<file path="src/rtl/rv_iret_arb_pkg.sv">
// Shared constants and types for the in-order retirement arbiter.
package rv_iret_arb_pkg;

  localparam int XLEN_DEF    = 32;
  localparam int FLEN_DEF    = 32;
  localparam int NREQ_DEF    = 3;
  localparam int TAGW_DEF    = 4;
  localparam int WDT_CYC_DEF = 1024;
  localparam int INSN_W      = 32;

  // Program-order sequence tag at the default width.
  typedef logic [TAGW_DEF-1:0] tag_t;

  // One retired-instruction record at the default widths.
  typedef struct packed {
    logic [XLEN_DEF-1:0] addr;
    logic [INSN_W-1:0]   insn;
    logic [XLEN_DEF-1:0] ires;
    logic [FLEN_DEF-1:0] fres;
  } retire_rec_t;

endpackage

</file>
<file path="src/rtl/rv_iret_arb_sel.sv">
// Tag compare and lowest-index priority select for the retirement arbiter.
// Purely combinational: one-hot grant vector plus a found flag.
module rv_iret_arb_sel
  import rv_iret_arb_pkg::*;
#(
  parameter int NREQ = NREQ_DEF,
  parameter int TAGW = TAGW_DEF
) (
  input  logic [NREQ-1:0]      req_valid,
  input  logic [NREQ*TAGW-1:0] req_tag,
  input  logic [TAGW-1:0]      exp_tag,
  output logic [NREQ-1:0]      grant,
  output logic                 found
);

  logic [NREQ-1:0] match;

  // A requester matches when it is valid and carries the expected tag.
  generate
    for (genvar gi = 0; gi < NREQ; gi++) begin : g_match
      assign match[gi] = req_valid[gi] && (req_tag[gi*TAGW +: TAGW] == exp_tag);
    end
  endgenerate

  // Lowest matching index wins; any further matches stay ungranted.
  always_comb begin
    grant = '0;
    found = 1'b0;
    for (int i = 0; i < NREQ; i++) begin
      if (match[i] && !found) begin
        grant[i] = 1'b1;
        found    = 1'b1;
      end
    end
  end

endmodule

</file>
<file path="src/rtl/rv_iret_arb.sv">
// In-order retirement arbiter: grants the record whose tag equals the next
// expected tag and drives one registered retire record per cycle.
// Optional watchdog compiled in with `define RV_IRET_ARB_WDT_EN.
module rv_iret_arb
  import rv_iret_arb_pkg::*;
#(
  parameter int XLEN    = XLEN_DEF,
  parameter int FLEN    = FLEN_DEF,
  parameter int NREQ    = NREQ_DEF,
  parameter int TAGW    = TAGW_DEF,
  parameter int WDT_CYC = WDT_CYC_DEF
) (
  input  logic                 clk,
  input  logic                 rst,
  input  logic [NREQ-1:0]      req_valid,
  output logic [NREQ-1:0]      req_ready,
  input  logic [NREQ*TAGW-1:0] req_tag,
  input  logic [NREQ*XLEN-1:0] req_addr,
  input  logic [NREQ*32-1:0]   req_insn,
  input  logic [NREQ*XLEN-1:0] req_ires,
  input  logic [NREQ*FLEN-1:0] req_fres,
  input  logic                 flush,
  input  logic [TAGW-1:0]      flush_tag,
  output logic                 iret,
  output logic [XLEN-1:0]      addr,
  output logic [31:0]          insn,
  output logic [XLEN-1:0]      ires,
  output logic [FLEN-1:0]      fres,
  output logic                 wdt_err
);

  logic [TAGW-1:0] exp_tag_reg;
  logic [NREQ-1:0] grant;
  logic            found;
  logic [XLEN-1:0] sel_addr;
  logic [31:0]     sel_insn;
  logic [XLEN-1:0] sel_ires;
  logic [FLEN-1:0] sel_fres;

  rv_iret_arb_sel #(
    .NREQ (NREQ),
    .TAGW (TAGW)
  ) u_sel (
    .req_valid (req_valid),
    .req_tag   (req_tag),
    .exp_tag   (exp_tag_reg),
    .grant     (grant),
    .found     (found)
  );

  // Flush and reset suppress every ready bit, whatever matches.
  assign req_ready = (rst || flush) ? '0 : grant;

  // Grant is one-hot, so an AND-OR mux picks the granted record.
  always_comb begin
    sel_addr = '0;
    sel_insn = '0;
    sel_ires = '0;
    sel_fres = '0;
    for (int i = 0; i < NREQ; i++) begin
      sel_addr = sel_addr | ({XLEN{grant[i]}} & req_addr[i*XLEN +: XLEN]);
      sel_insn = sel_insn | ({32{grant[i]}}   & req_insn[i*32 +: 32]);
      sel_ires = sel_ires | ({XLEN{grant[i]}} & req_ires[i*XLEN +: XLEN]);
      sel_fres = sel_fres | ({FLEN{grant[i]}} & req_fres[i*FLEN +: FLEN]);
    end
  end

  // Expected-tag tracking and the registered retire port.
  always_ff @(posedge clk) begin
    if (rst) begin
      exp_tag_reg <= '0;
      iret        <= 1'b0;
      addr        <= '0;
      insn        <= '0;
      ires        <= '0;
      fres        <= '0;
    end else if (flush) begin
      exp_tag_reg <= flush_tag;
      iret        <= 1'b0;
    end else if (found) begin
      exp_tag_reg <= exp_tag_reg + 1'b1;
      iret        <= 1'b1;
      addr        <= sel_addr;
      insn        <= sel_insn;
      ires        <= sel_ires;
      fres        <= sel_fres;
    end else begin
      iret        <= 1'b0;
    end
  end

`ifdef RV_IRET_ARB_WDT_EN
  localparam int CNT_W = $clog2(WDT_CYC + 1);

  logic [CNT_W-1:0] wdt_cnt_reg;
  logic             wdt_err_reg;
  logic             stall;

  // A stall is a cycle with someone waiting but nobody granted and no flush.
  assign stall = (|req_valid) && !found && !flush;

  // Count consecutive stalls; raise a sticky error on reaching WDT_CYC.
  always_ff @(posedge clk) begin
    if (rst) begin
      wdt_cnt_reg <= '0;
      wdt_err_reg <= 1'b0;
    end else if (stall) begin
      if (wdt_cnt_reg != CNT_W'(WDT_CYC)) begin
        wdt_cnt_reg <= wdt_cnt_reg + 1'b1;
      end
      if (wdt_cnt_reg >= CNT_W'(WDT_CYC - 1)) begin
        wdt_err_reg <= 1'b1;
      end
    end else begin
      wdt_cnt_reg <= '0;
    end
  end

  assign wdt_err = wdt_err_reg;
`else
  // No watchdog: the error output is constant 0 in this build.
  assign wdt_err = 1'b0 & (WDT_CYC == 0);
`endif

endmodule

</file>
<file path="config.mk">
export PLATFORM = sky130hd
export DESIGN_NAME = rv_iret_arb
export DESIGN_NICKNAME = d
export VERILOG_FILES = /design/src/rtl/rv_iret_arb_pkg.sv /design/src/rtl/rv_iret_arb_sel.sv /design/src/rtl/rv_iret_arb.sv
export SDC_FILE = /design/constraint.sdc
export NUM_CORES = 1
export LEC_CHECK = 0
export ABC_CLOCK_PERIOD_IN_PS = 7500
export CAP_MARGIN = 20
export CELL_PAD_IN_SITES_DETAIL_PLACEMENT = 1
export CELL_PAD_IN_SITES_GLOBAL_PLACEMENT = 1
export CORE_AREA = 5 5 209 211
export DETAILED_ROUTE_END_ITERATION = 10
export DIE_AREA = 0 0 214 216
export PLACE_DENSITY = 0.66
export SYNTH_ARGS = -nofsm -noshare
export SYNTH_HDL_FRONTEND = slang
export SYNTH_HIERARCHICAL = 1
export SYNTH_SLANG_ARGS = --single-unit
</file>
<file path="constraint.sdc">
create_clock -name clk -period 7.5 [get_ports clk]
set_input_delay 2.25 -clock clk [delete_from_list [all_inputs] [get_ports clk]]
set_output_delay 2.25 -clock clk [all_outputs]
set_load 0.02 [all_outputs]
</file>
==> results.md <==
- Actual slew at the worst max-slew pin: 901.8 ps
- Setup Crit Path Kind: primary input to output pin
- DRT iter0 DRCs: 658
- Initial Utilization: 16.30%
- Cell Area, Synth: 6776 µm²
- Slew Limit Fails: 0
- RePlAce Congestion: 0.7752
- Synth Area in XOR/XNOR: 1.163%
- Synth Area in Adders: 0.1846%
- Gate power share: 25.9%
- Status: finished, final reports clean
- Endpoints failing setup: 0
- CP Depth: 6
- Initial antenna violation count: 0
- Ys Warns: 6
- CP cell instances: clkdlybuf4s50_1 > nand2b_1 > o2111ai_2 > a2111oi_4 > and2_1 > clkdlybuf4s50_1
- Die Area: 46,220 µm²
- Register area share after synthesis: 39.29%
- Max incr delay on CP: 600 ps
- Vias in the first global route: 8,470
- Dpl ws: 927.7 ps
- N_diodes: 0
- Required @ worst endpoint: 5250 ps
- # port buffers: 537
- Slew margin rel.: 39.88%
- Final antenna-violating net count: 0
- Clock Path Buffers: 2
- Psw: 615.4 µW
- Fin. Hold Viols: 0
- Fin worst setup slack: 921.1 ps
- Clk pwr share: 39.8%
- RSZ-0062 raised after global routing: false
- Post-route clock skew: 8.600 ps
- CTS clock-pin slew for the worst setup and hold paths: 60 ps
- CTS Hold Bufs: 0
- Post-synth EDFFs: 0
- Final core utilization: 31.58%
- Post-CTS setup repair buffer count: 0
- Drt drc: 0
- Largest net degree at the start of global routing: 96
- First drt pass iteration count: 10
- H-tree depth reported by CTS: 4
- Critical path buffer and inverter count: 2
- Commonest non-fill, non-tap cell in the layout: clkdlybuf4s50_1
- Mapped Cells: 656
- Worst min-delay path class: flip-flop to flip-flop
- Clk sinks: 133
- Seq pwr share: 34.3%
- Reg2Reg Depth: 9
- CTS resizes: 0
- Dominant synthesized flop cell: dfxtp_1
- Simple-gate area share of the yosys netlist: 8.752%
- Startpoint Class: primary input
- Yosys reg bits: 133
- Mapped Avg Cell Area: 10.33 µm²
- Die Y: 216 µm
- Nets: 1,546
- CTS Root Cell: clkbuf_16
- First-pass GRT wire length: 51,740 µm
- Asr flop ratio synth: 0%
- DR vias: 7,900
- Main combinational cell family by area after synthesis: compound AO/OA/AOI/OAI gates
- Fmax: 0.1520 GHz
- Syn nets: 1,063
- Post-synthesis compound-gate area fraction: 42.63%
- CP most frequent cell: clkdlybuf4s50_1
- Max-cap viol count: 0
- Drt total wl: 34,760 µm
- Die X: 214 µm
- Post-DR wirelength/cell: 20.55 µm
- I/O Pins: 539
- Layout cells sized above 1: 14.24%
- Fin crit period: 6579 ps
- Final HPWL DP: 26,970 µm
- CP top delay family: buffers and inverters
- Netlist cell types: 37
- Most frequent cells in the layout: clkdlybuf4s50_1, dfxtp_1, nor2_1
- WHS Path Cells: 2
- Sw Share: 27.22%
- Grt ovf: 0
- Sum Neg Setup Slack: 0 ps
- Crit end category: output pin
- Internal Power: 1.646 mW
- CTS tree: yes
- Slowest CP cell: clkdlybuf4s50_1
- CP arrival: 4330 ps
- Tot Pwr: 2.261 mW
- Core Rows: 75
- Leak: 4.118 nW
- Clock latency on the worst-skew pair: 430 ps
- Period utilisation layout: 87.72%
- Core Area: 41,570 µm²
- Tot GR Track Use: 14.29%
- Area Growth Syn to Fin: 93.76%
- Pwr Density: 172.2 nW/µm²
- CTS Buf Count: 17
- Via density: 4.672
- Mux cell area share after synthesis: 0.4616%
- Crit Path Max Fanout: 5
- Maximum VDD drop: 0.1270 mV
[cell families (layout without fill, tap and decap cells)]
logic type / after synthesis / in the layout
AO/OA/AOI/OAI: 266 / 266
XOR/XNOR: 9 / 9
adder cells (fa/ha/maj): 1 / 1
buffers and inverters: 95 / 591
flip-flops: 133 / 133
multiplexers: 3 / 3
other: 1 / 1
AND/OR/NAND/NOR: 148 / 148
[through the flow]
stage / cell area, µm² / cells / hold slack (ps)
after floorplan: 6777 / 656 / 570.2
after global placement: 12510 / 1659 / 488.8
after detailed placement: 12510 / 1659 / 495.1
after CTS: 13130 / 1691 / 503.6
after global routing: 13130 / 1691 / 521.0
final: 13130 / 1691 / 498.2
[per-layer routing]
metal  up-vias  routed length (µm)  track usage, %
met2       393               17860           26.10
met4         0                1037           5.819
met3        52                2577           4.274
li1       3659                   -               -
met1      3796               13280           15.48
met5         -                   0               0
[power groups by stage]
stage / combinational [mW] / clock [mW] / sequential (mW)
floorplan: 0.193 / 0 / 0.837
global placement: 0.583 / 0 / 0.790
detailed placement: 0.591 / 0 / 0.792
CTS: 0.593 / 0.944 / 0.777
global route: 0.623 / 0.967 / 0.782
finish: 0.585 / 0.900 / 0.776
[final timing paths]
check                 start            to  slack [ps]
max              req_tag[0]  req_ready[0]         920
max reg2reg  exp_tag_reg[3]       fres[0]        3470
min reg2reg        insn[16]      insn[16]         500
min                insn[16]      insn[16]         500
[Yosys cell counts (2+ instances only)]
cell	instances	area share (%)
dfxtp_1	133	39
nor2_1	132	7.3
a222oi_1	128	19
a211oi_2	110	20
clkbuf_1	46	2.5
buf_2	20	1.5
a211oi_1	18	2.0
buf_6	12	2.0
buf_4	6	0.66
inv_1	6	0.33
xor2_1	5	0.65
and2_1	4	0.37
nand2b_1	4	0.37
xnor2_1	4	0.52
buf_1	3	0.17
a21oi_1	2	0.15
mux2i_1	2	0.30
o21a_1	2	0.22
[final cells by class]
cell class / instances / area (µm²)
multi-input combinational: 428 / 3628
clock inverter: 13 / 181.4
clock buffer: 19 / 442.9
timing repair buffer: 552 / 5514
tap: 539 / 674.4
sequential: 133 / 2663
inverter: 7 / 26.28
fill: 4709 / 28440
[worst register-to-register path: cells and delay by family, from the launching register on]
| kind | cells | cell delay [ps] |
|---|---|---|
| AO/OA/AOI/OAI | 3 | 910 |
| buffers and inverters | 2 | 1160 |
| AND/OR/NAND/NOR | 4 | 1430 |
| flip-flops | 1 | 440 |
Note: power is estimated with default switching activity, not from simulation.
